--- config.mk ---
export PLATFORM = sky130hd
export DESIGN_NAME = load_store_unit
export DESIGN_NICKNAME = d
export VERILOG_FILES = /design/src/rtl/load_store_unit.sv
export SDC_FILE = /design/constraint.sdc
export NUM_CORES = 1
export LEC_CHECK = 0
export CAP_MARGIN = 0
export CORE_ASPECT_RATIO = 1.4
export CORE_MARGIN = 8
export CORE_UTILIZATION = 44
export DETAILED_ROUTE_END_ITERATION = 7
export PLACE_DENSITY = 0.75
export SYNTH_ARGS = -nofsm -noshare
export SYNTH_HDL_FRONTEND = slang
export SYNTH_SLANG_ARGS = --single-unit
--- constraint.sdc ---
create_clock -name clk -period 3.6 [get_ports clk]
set_clock_uncertainty 0.15 [all_clocks]
set_input_delay 0.72 -clock clk [delete_from_list [all_inputs] [get_ports clk]]
set_output_delay 0.72 -clock clk [all_outputs]
set_load 0.05 [all_outputs]
--- src/rtl/load_store_unit.sv ---
// Load/store unit: RV32I byte/half/word loads and stores onto a
// single-word memory bus, with optional split of word-crossing
// accesses, a bus-ack timeout and error responses.
//
// Ports:
//   clk, rst          clock, synchronous active-high reset
//   req_*             request in (valid/ready, store, funct3,
//                     base, 12-bit signed offset, store data)
//   mem_*             word bus (req, we, addr, wstrb, wdata,
//                     ack, rdata)
//   rsp_*             response out (valid/ready, load data,
//                     error code, effective address)
module load_store_unit #(
    parameter int ADDR_W           = 32,
    parameter int ALLOW_MISALIGNED = 0,
    parameter int TIMEOUT_CYCLES   = 16
) (
    input  logic              clk,
    input  logic              rst,
    input  logic              req_valid,
    output logic              req_ready,
    input  logic              req_store,
    input  logic [2:0]        req_funct3,
    input  logic [ADDR_W-1:0] req_base,
    input  logic [11:0]       req_offset,
    input  logic [31:0]       req_wdata,
    output logic              mem_req,
    output logic              mem_we,
    output logic [ADDR_W-1:0] mem_addr,
    output logic [3:0]        mem_wstrb,
    output logic [31:0]       mem_wdata,
    input  logic              mem_ack,
    input  logic [31:0]       mem_rdata,
    output logic              rsp_valid,
    input  logic              rsp_ready,
    output logic [31:0]       rsp_data,
    output logic [1:0]        rsp_err,
    output logic [ADDR_W-1:0] rsp_addr
);

    localparam int CNT_W =
        (TIMEOUT_CYCLES > 1) ? $clog2(TIMEOUT_CYCLES) : 1;
    localparam int TMO_LAST_I =
        (TIMEOUT_CYCLES > 0) ? TIMEOUT_CYCLES - 1 : 0;
    localparam logic [CNT_W-1:0] TMO_LAST = CNT_W'(TMO_LAST_I);

    localparam logic [1:0] ERR_OK  = 2'b00;
    localparam logic [1:0] ERR_MIS = 2'b01;
    localparam logic [1:0] ERR_TMO = 2'b10;
    localparam logic [1:0] ERR_ILL = 2'b11;

    typedef enum logic [1:0] {
        IDLE,
        ACC0,
        ACC1,
        RESP
    } state_t;

    state_t state;
    state_t state_n;

    logic [ADDR_W-1:0] ea;
    logic              store_q;
    logic [1:0]        size_q;
    logic              uns_q;
    logic [31:0]       wdata_q;
    logic [31:0]       rd0_q;
    logic [CNT_W-1:0]  cnt;
    logic [31:0]       rsp_data_q;
    logic [1:0]        rsp_err_q;

    // Request decode, evaluated on the incoming request.
    logic [ADDR_W-1:0] ea_calc;
    logic              req_legal;
    logic              req_mis;
    logic [1:0]        req_err;
    logic              accept;

    always_comb begin
        ea_calc = req_base + ADDR_W'($signed(req_offset));
        // Width code 11 never exists; loads also allow the
        // unsigned 1xx forms except 11x, stores only 0xx.
        req_legal = (req_funct3[1:0] != 2'b11) &&
                    (req_store ? !req_funct3[2]
                               : !(req_funct3[2] && req_funct3[1]));
        req_mis = 1'b0;
        unique case (req_funct3[1:0])
            2'b01:   req_mis = ea_calc[0];
            2'b10:   req_mis = |ea_calc[1:0];
            default: req_mis = 1'b0;
        endcase
        if (!req_legal) begin
            req_err = ERR_ILL;
        end else if (req_mis && (ALLOW_MISALIGNED == 0)) begin
            req_err = ERR_MIS;
        end else begin
            req_err = ERR_OK;
        end
    end

    // Access datapath, driven from the registered request.
    logic [1:0]        off;
    logic [2:0]        nbytes;
    logic [3:0]        smask;
    logic [7:0]        lanes;
    logic [63:0]       wshift;
    logic              crosses;
    logic [ADDR_W-1:0] addr0;
    logic [ADDR_W-1:0] addr1;
    logic [63:0]       rd_wide;
    logic [31:0]       rd_shift;
    logic [31:0]       ld_data;
    logic              tmo_hit;

    always_comb begin
        off = ea[1:0];
        nbytes = 3'd4;
        smask = 4'b1111;
        unique case (size_q)
            2'b00: begin
                nbytes = 3'd1;
                smask = 4'b0001;
            end
            2'b01: begin
                nbytes = 3'd2;
                smask = 4'b0011;
            end
            default: begin
                nbytes = 3'd4;
                smask = 4'b1111;
            end
        endcase
        // Lanes/data that spill past lane 3 belong to the
        // second (ACC1) word.
        lanes = {4'b0000, smask} << off;
        wshift = {32'h0, wdata_q} << {off, 3'b000};
        crosses = ({1'b0, off} + nbytes) > 3'd4;
        addr0 = {ea[ADDR_W-1:2], 2'b00};
        addr1 = addr0 + ADDR_W'(4);
        // In ACC1 the first word's bytes sit below the second's.
        rd_wide = (state == ACC1) ? {mem_rdata, rd0_q}
                                  : {32'h0, mem_rdata};
        rd_shift = 32'(rd_wide >> {off, 3'b000});
        unique case (size_q)
            2'b00: ld_data = uns_q
                ? {24'h0, rd_shift[7:0]}
                : {{24{rd_shift[7]}}, rd_shift[7:0]};
            2'b01: ld_data = uns_q
                ? {16'h0, rd_shift[15:0]}
                : {{16{rd_shift[15]}}, rd_shift[15:0]};
            default: ld_data = rd_shift;
        endcase
        // mem_ack in the same cycle beats the timeout.
        tmo_hit = (TIMEOUT_CYCLES != 0) &&
                  (cnt == TMO_LAST) && !mem_ack;
    end

    // Next state and outputs.
    always_comb begin
        state_n = state;
        accept = 1'b0;
        req_ready = 1'b0;
        mem_req = 1'b0;
        mem_we = 1'b0;
        mem_addr = '0;
        mem_wstrb = 4'b0000;
        mem_wdata = 32'h0;
        rsp_valid = 1'b0;
        rsp_data = 32'h0;
        rsp_err = ERR_OK;
        rsp_addr = '0;
        unique case (state)
            IDLE: begin
                req_ready = 1'b1;
                if (req_valid) begin
                    accept = 1'b1;
                    state_n = (req_err != ERR_OK) ? RESP : ACC0;
                end
            end
            ACC0: begin
                mem_req = 1'b1;
                mem_we = store_q;
                mem_addr = addr0;
                mem_wstrb = lanes[3:0];
                mem_wdata = wshift[31:0];
                if (mem_ack) begin
                    state_n = crosses ? ACC1 : RESP;
                end else if (tmo_hit) begin
                    state_n = RESP;
                end
            end
            ACC1: begin
                mem_req = 1'b1;
                mem_we = store_q;
                mem_addr = addr1;
                mem_wstrb = lanes[7:4];
                mem_wdata = wshift[63:32];
                if (mem_ack || tmo_hit) begin
                    state_n = RESP;
                end
            end
            RESP: begin
                rsp_valid = 1'b1;
                rsp_data = rsp_data_q;
                rsp_err = rsp_err_q;
                rsp_addr = ea;
                if (rsp_ready) begin
                    state_n = IDLE;
                end
            end
            default: state_n = IDLE;
        endcase
    end

    always_ff @(posedge clk) begin
        if (rst) begin
            state <= IDLE;
            ea <= '0;
            store_q <= 1'b0;
            size_q <= 2'b00;
            uns_q <= 1'b0;
            wdata_q <= 32'h0;
            rd0_q <= 32'h0;
            cnt <= '0;
            rsp_data_q <= 32'h0;
            rsp_err_q <= ERR_OK;
        end else begin
            state <= state_n;
            if (accept) begin
                ea <= ea_calc;
                store_q <= req_store;
                size_q <= req_funct3[1:0];
                uns_q <= req_funct3[2];
                wdata_q <= req_wdata;
                cnt <= '0;
                rsp_data_q <= 32'h0;
                rsp_err_q <= req_err;
            end
            if ((state == ACC0) || (state == ACC1)) begin
                if (mem_ack) begin
                    cnt <= '0;
                    if (state == ACC0) begin
                        rd0_q <= mem_rdata;
                    end
                    if (state_n == RESP) begin
                        rsp_data_q <= store_q ? 32'h0 : ld_data;
                    end
                end else if (tmo_hit) begin
                    rsp_err_q <= ERR_TMO;
                    rsp_data_q <= 32'h0;
                end else if (TIMEOUT_CYCLES != 0) begin
                    cnt <= cnt + CNT_W'(1);
                end
            end
        end
    end

endmodule

# After elaboration in Yosys (flattened, before gate mapping)
# Cells that the tools add are included.
classes:
  shifts: 3
  mux: 44
  magnitude_cmp: 1
  n_addsub: 4
  eq_ne: 9
  n_reduce_logical: 14
op_table:
  columns: ["op", "count"]
  rows:
  - ["two-way mux 32 bit", 10]
  - ["case mux 32 bit (2 select lines)", 3]
  - ["two-way mux 64 bit", 1]
  - ["left shift 32 x 5 -> 64 bit", 1]
  - ["right shift 64 x 5 -> 32 bit", 1]
  - ["adder 32 x 3 -> 32 bit, second input constant", 1]
  - ["adder 32 bit", 1]
  - ["two-way mux 2 bit", 12]
  - ["two-way mux 4 bit", 4]
  - ["case mux 4 bit (2 select lines)", 2]
  - ["two-way mux 1 bit", 9]
  - ["== test 2 bit, second input constant", 4]
  - ["case mux 2 bit (4 select lines)", 1]
  - ["left shift 4 x 2 -> 8 bit", 1]
  - ["== test 2 x 1 -> 1 bit, second input constant", 3]
  - ["case mux 3 bit (2 select lines)", 1]
  - ["adder 4 x 1 -> 4 bit, second input constant", 1]
  - ["== test 4 bit, second input constant", 1]
  - ["logical NOT 2 bit", 2]
  - ["OR reduction 2 bit", 2]
  - ["adder 2 x 3 -> 3 bit", 1]
  - ["greater-than comparator 3 bit, second input constant", 1]
  - ["logical AND 1 bit", 3]
  - ["logical NOT 1 bit", 3]
  - ["5 further kinds", 6]
word_totals:
  reg_bits: 140
  in_bits: 117
  wordCells: 85
  out_inout_bits: 138

# Logic depth before layout (Yosys ltp)
depth:
  word_depth: 13
  depth_mapped: 16
  mapped_depth_nobuf: 12

# Worst setup path after synthesis
# Ideal clock, no wire load.
synth_path:
  path_kind: "flip-flop to output port"
  start: "register state[0]"
  end: "output mem_addr[20]"
  path_buffers: 3
  arrival_time_ps: 3150
  path_slack_ps: -420
  stages_incl_launch_ff: 9
  t_required_ps: 2730
  cell_sequence: "dfxtp_1 inv_1 ha_1 clkbuf_1 and2_1 clkbuf_1 clkbuf_1 nand2_1 o21ai_0"
synth_via:
  elab_chain_len: 2
  elab_cells_between_ends: 3
  cone_classes: "eq/ne (2); mux (1)"
synth_lines:
  columns: ["item", "line", "text"]
  rows:
  - ["start, declared", "59", "state_t state;"]
  - ["start signal, assigned", "228", "state <= state_n;"]
  - ["== test 2 bit / == test 2 x 1 -> 1 bit (equally long branches)", "172", "unique case (state)"]
  - ["case mux 32 bit (2 select lines) *", "172", null]
  - ["end, declared", "29", "output logic [ADDR_W-1:0] mem_addr,"]
# Every way passes the cells marked *; elsewhere a longest branch is shown, timed or not.

# Final worst setup path
layout_path:
  start: "register state[0]"
  end: "output rsp_addr[0]"
layout_via:
  elab_chain_len: 2
layout_lines:
  columns: ["item", "line", "text"]
  rows:
  - ["== test 2 bit", "172", null]
  - ["two-way mux 32 bit", "172", null]
  - ["end, declared", "38", "output logic [ADDR_W-1:0] rsp_addr"]
# Every way passes these cells.

==> flow_metrics.env <==
export IMPL_status="complete, no violations"
export IMPL_hold_path_depth=2
export IMPL_critPathKind="reg2out"
export IMPL_worst_slew_pin_slew_ns=0.931
export IMPL_setup_viol=0
export IMPL_max_stage_delay_ns=0.82
export IMPL_drtIter0Drc=803
export IMPL_worstReg2RegEnd="rsp_data_q[21]"
export IMPL_yosysWarningCount=0
export IMPL_synth_async_sr_flop_share=0
export IMPL_yosysTopAreaCell="dfxtp_1"
export IMPL_dp_hpwl_mm=31.2
export IMPL_grt_overflow_total=0
export IMPL_clockBufferDepth=2
export IMPL_yosysUniqueCellTypes=77
export IMPL_layout_nets=1882
export IMPL_die_h_um=200
export IMPL_syn_area_um2=10700
export IMPL_antenna_left=0
export IMPL_nFillCells=2111
export IMPL_r2r_slack_ns=0.36
export IMPL_drive_gt1_frac=0.167
export IMPL_grt_pass1_wl_mm=64.1
export IMPL_hold_viol=0
export IMPL_hold_end="rd0_q[2]"
export IMPL_cts_buffers=17
export IMPL_relSlewSlack=0.380
export IMPL_crit_arrival_ns=2.59
export IMPL_start_kind="register"
export IMPL_synth_common_cells="289 x nand2_1, 156 x a21oi_1, 140 x dfxtp_1, 120 x o21ai_0, 96 x and2_1"
export IMPL_gp_congestion=0.967
export IMPL_grt_antenna_before_repair=6
export IMPL_yosysTopAreaCellShare=0.262
export IMPL_cts_root_buf="clkbuf_16"
export IMPL_place_inst=2012
export IMPL_die_w_um=148
export IMPL_cts_tree="done"
export IMPL_dieArea_um2=29600
export IMPL_wirelength_mm=41.5
export IMPL_synth_area_leaders="dfxtp_1 26%, nand2_1 10%, a21oi_1 7.3%"
export IMPL_grt_util_all_layers=0.271
export IMPL_fin_crit_sh=0.961
export IMPL_first_pass_iters=7
export IMPL_finalMaxSlewViolations=0
export IMPL_reg2reg_depth=10
export IMPL_cp_slowest_cell="clkdlybuf4s50_1"
export IMPL_hold_start="rd0_q[2]"
export IMPL_reg2reg_from="state[0]"
export IMPL_start_util=0.448
export IMPL_startpoint="state[0]"
export IMPL_cp_required_ns=2.73
export IMPL_hold_path_class="reg2reg"
export IMPL_fp_row_count=67
export IMPL_yosysSeqAreaShare=0.262
export IMPL_vias=11900
export IMPL_hold_slack_ns=0.303
export IMPL_cts_clk_slew_worst_paths_ns=0.07
export IMPL_syn_inst=1471
export IMPL_first_global_vias=11700
export IMPL_cts_sinks=140
export IMPL_ys_ff_latch=140
export IMPL_grt_max_degree=78
export IMPL_power_mw=7.33
export IMPL_layout_min_cycle_time_ns=3.46
export IMPL_viasPerCell=5.80
export IMPL_p_per_area_nw_per_um2=482
export IMPL_wire_per_inst_um=20.2
export IMPL_final_cell_count_no_fill=2049
export IMPL_cap_violations=0
export IMPL_synth_most_common_cell="nand2_1"
export IMPL_fp_coreArea_um2=23900
export IMPL_synth_flop_cell="dfxtp_1"
export IMPL_rsz0062_at_grt="no"
export IMPL_fmax_ghz=0.289
export IMPL_cp_end_kind="output port"
export IMPL_syn_area_per_cell_um2=7.27
export IMPL_htree_levels=4
export IMPL_static_leakage_power_nw=5.72
export IMPL_ir_drop_mv=0.394
export IMPL_drc_errors=0
export IMPL_worstSkewPairLatency_ns=0.43
export IMPL_cp_cell_sequence="ha_2, buf_12, and2_1, clkdlybuf4s50_1"
export IMPL_synth_edff_count=0
export IMPL_port_buffers=252
export IMPL_postCtsSetupBuffers=0
export IMPL_io_pins=255
export IMPL_cp_max_fo=21
export IMPL_areaGrowthSynthToFinish_pct=42.3
-- cells by family after synthesis --
group | after synthesis | synth area share
fa+ha+maj | 44 | 0.0529
buf+inv | 143 | 0.0578
xor+xnor | 29 | 0.0237
flops | 140 | 0.262
other cells | 1 | 0.000351
mux | 78 | 0.0833
compound gates | 460 | 0.265
simple gates | 576 | 0.254
-- routing by layer --
metal	vias to the layer above	global-route usage	routed length, µm
met1	5569	0.299	15900
met2	520	0.477	20800
met4	4	0.144	1870
met3	97	0.0559	2830
met5	-	0	26
li1	5693	-	-
-- worst max path at each step --
stage	end	slack [ns]	depth (start not counted)
floorplan	mem_wdata[24]	-0.07	6
global placement	ea[26]	-0.24	12
detailed placement	ea[28]	-0.29	12
CTS	mem_addr[22]	0.004	10
global route	mem_addr[21]	0.02	8
finish	rsp_addr[0]	0.14	4
-- per-stage QoR --
step | TNS [ns] | utilization | area (µm²) | worst slack (ns)
2_1_floorplan | -0.572 | - | 10700 | -0.0750
3_3_place_gp | -1.73 | 0.609 | 14500 | -0.237
3_5_place_dp | -3.10 | 0.609 | 14500 | -0.292
4_1_cts | 0 | 0.634 | 15200 | 0.00409
5_1_grt | 0 | 0.637 | 15200 | 0.0198
6_report | 0 | 0.637 | 15200 | 0.141
-- state kept, by name, indices dropped and copies added, names as in the netlist --
name	count
store_q	1
wdata_q	32
size_q	2
rd0_q	32
uns_q	1
rsp_data_q	32
state	2
ea	32
rsp_err_q	2
cnt	4
-- worst max-delay path: cells and delay by family (launching register included) --
kind	cells	cell delay, ns
flops	1	0.42
simple gates	1	0.19
fa+ha+maj	1	0.51
buf+inv	2	1.04
-- power by group --
group / total (mW) / switching [mW] / leakage (nW) / internal (mW)
clock network: 1.70 / 0.792 / 0.266 / 0.904
registers: 2.03 / 0.258 / 1.14 / 1.77
logic: 3.60 / 2.22 / 4.31 / 1.39
-- cells in the final DEF (no fill, tap or decap), types with 15 or more instances in the layout --
cell / n
clkdlybuf4s50_1: 180
a211oi_1: 33
a22o_1: 16
o21ai_0: 97
ha_1: 39
a21oi_1: 156
inv_1: 23
buf_12: 69
buf_4: 99
nor2b_1: 21
nand2_1: 285
o21ai_1: 22
xor2_1: 15
a21o_1: 17
nor2_1: 63
o21ai_2: 24
nand3_1: 34
clkbuf_16: 17
and2_1: 92
dfxtp_1: 134
mux2i_1: 62
a31oi_1: 21
-- cell type report --
| type | instances | area, µm² | share of cell area |
|---|---|---|---|
| multi-input combinational | 1189 | 7420 | 0.488 |
| timing repair buffer | 348 | 3930 | 0.258 |
| tap | 310 | 388 | 0.0255 |
| inverter | 25 | 97.6 | 0.00641 |
| clock inverter | 15 | 129 | 0.00847 |
| sequential | 140 | 2810 | 0.185 |
| clock buffer | 17 | 425 | 0.0280 |
| antenna | 5 | 12.5 | 0.000822 |
-- repair_timing --
action	in CTS	in global routing
pin swaps	1	0
setup endpoints to repair	16	16
hold buffers	0	0
gates resized for setup	15	14
(Power assumes the default switching activity.)
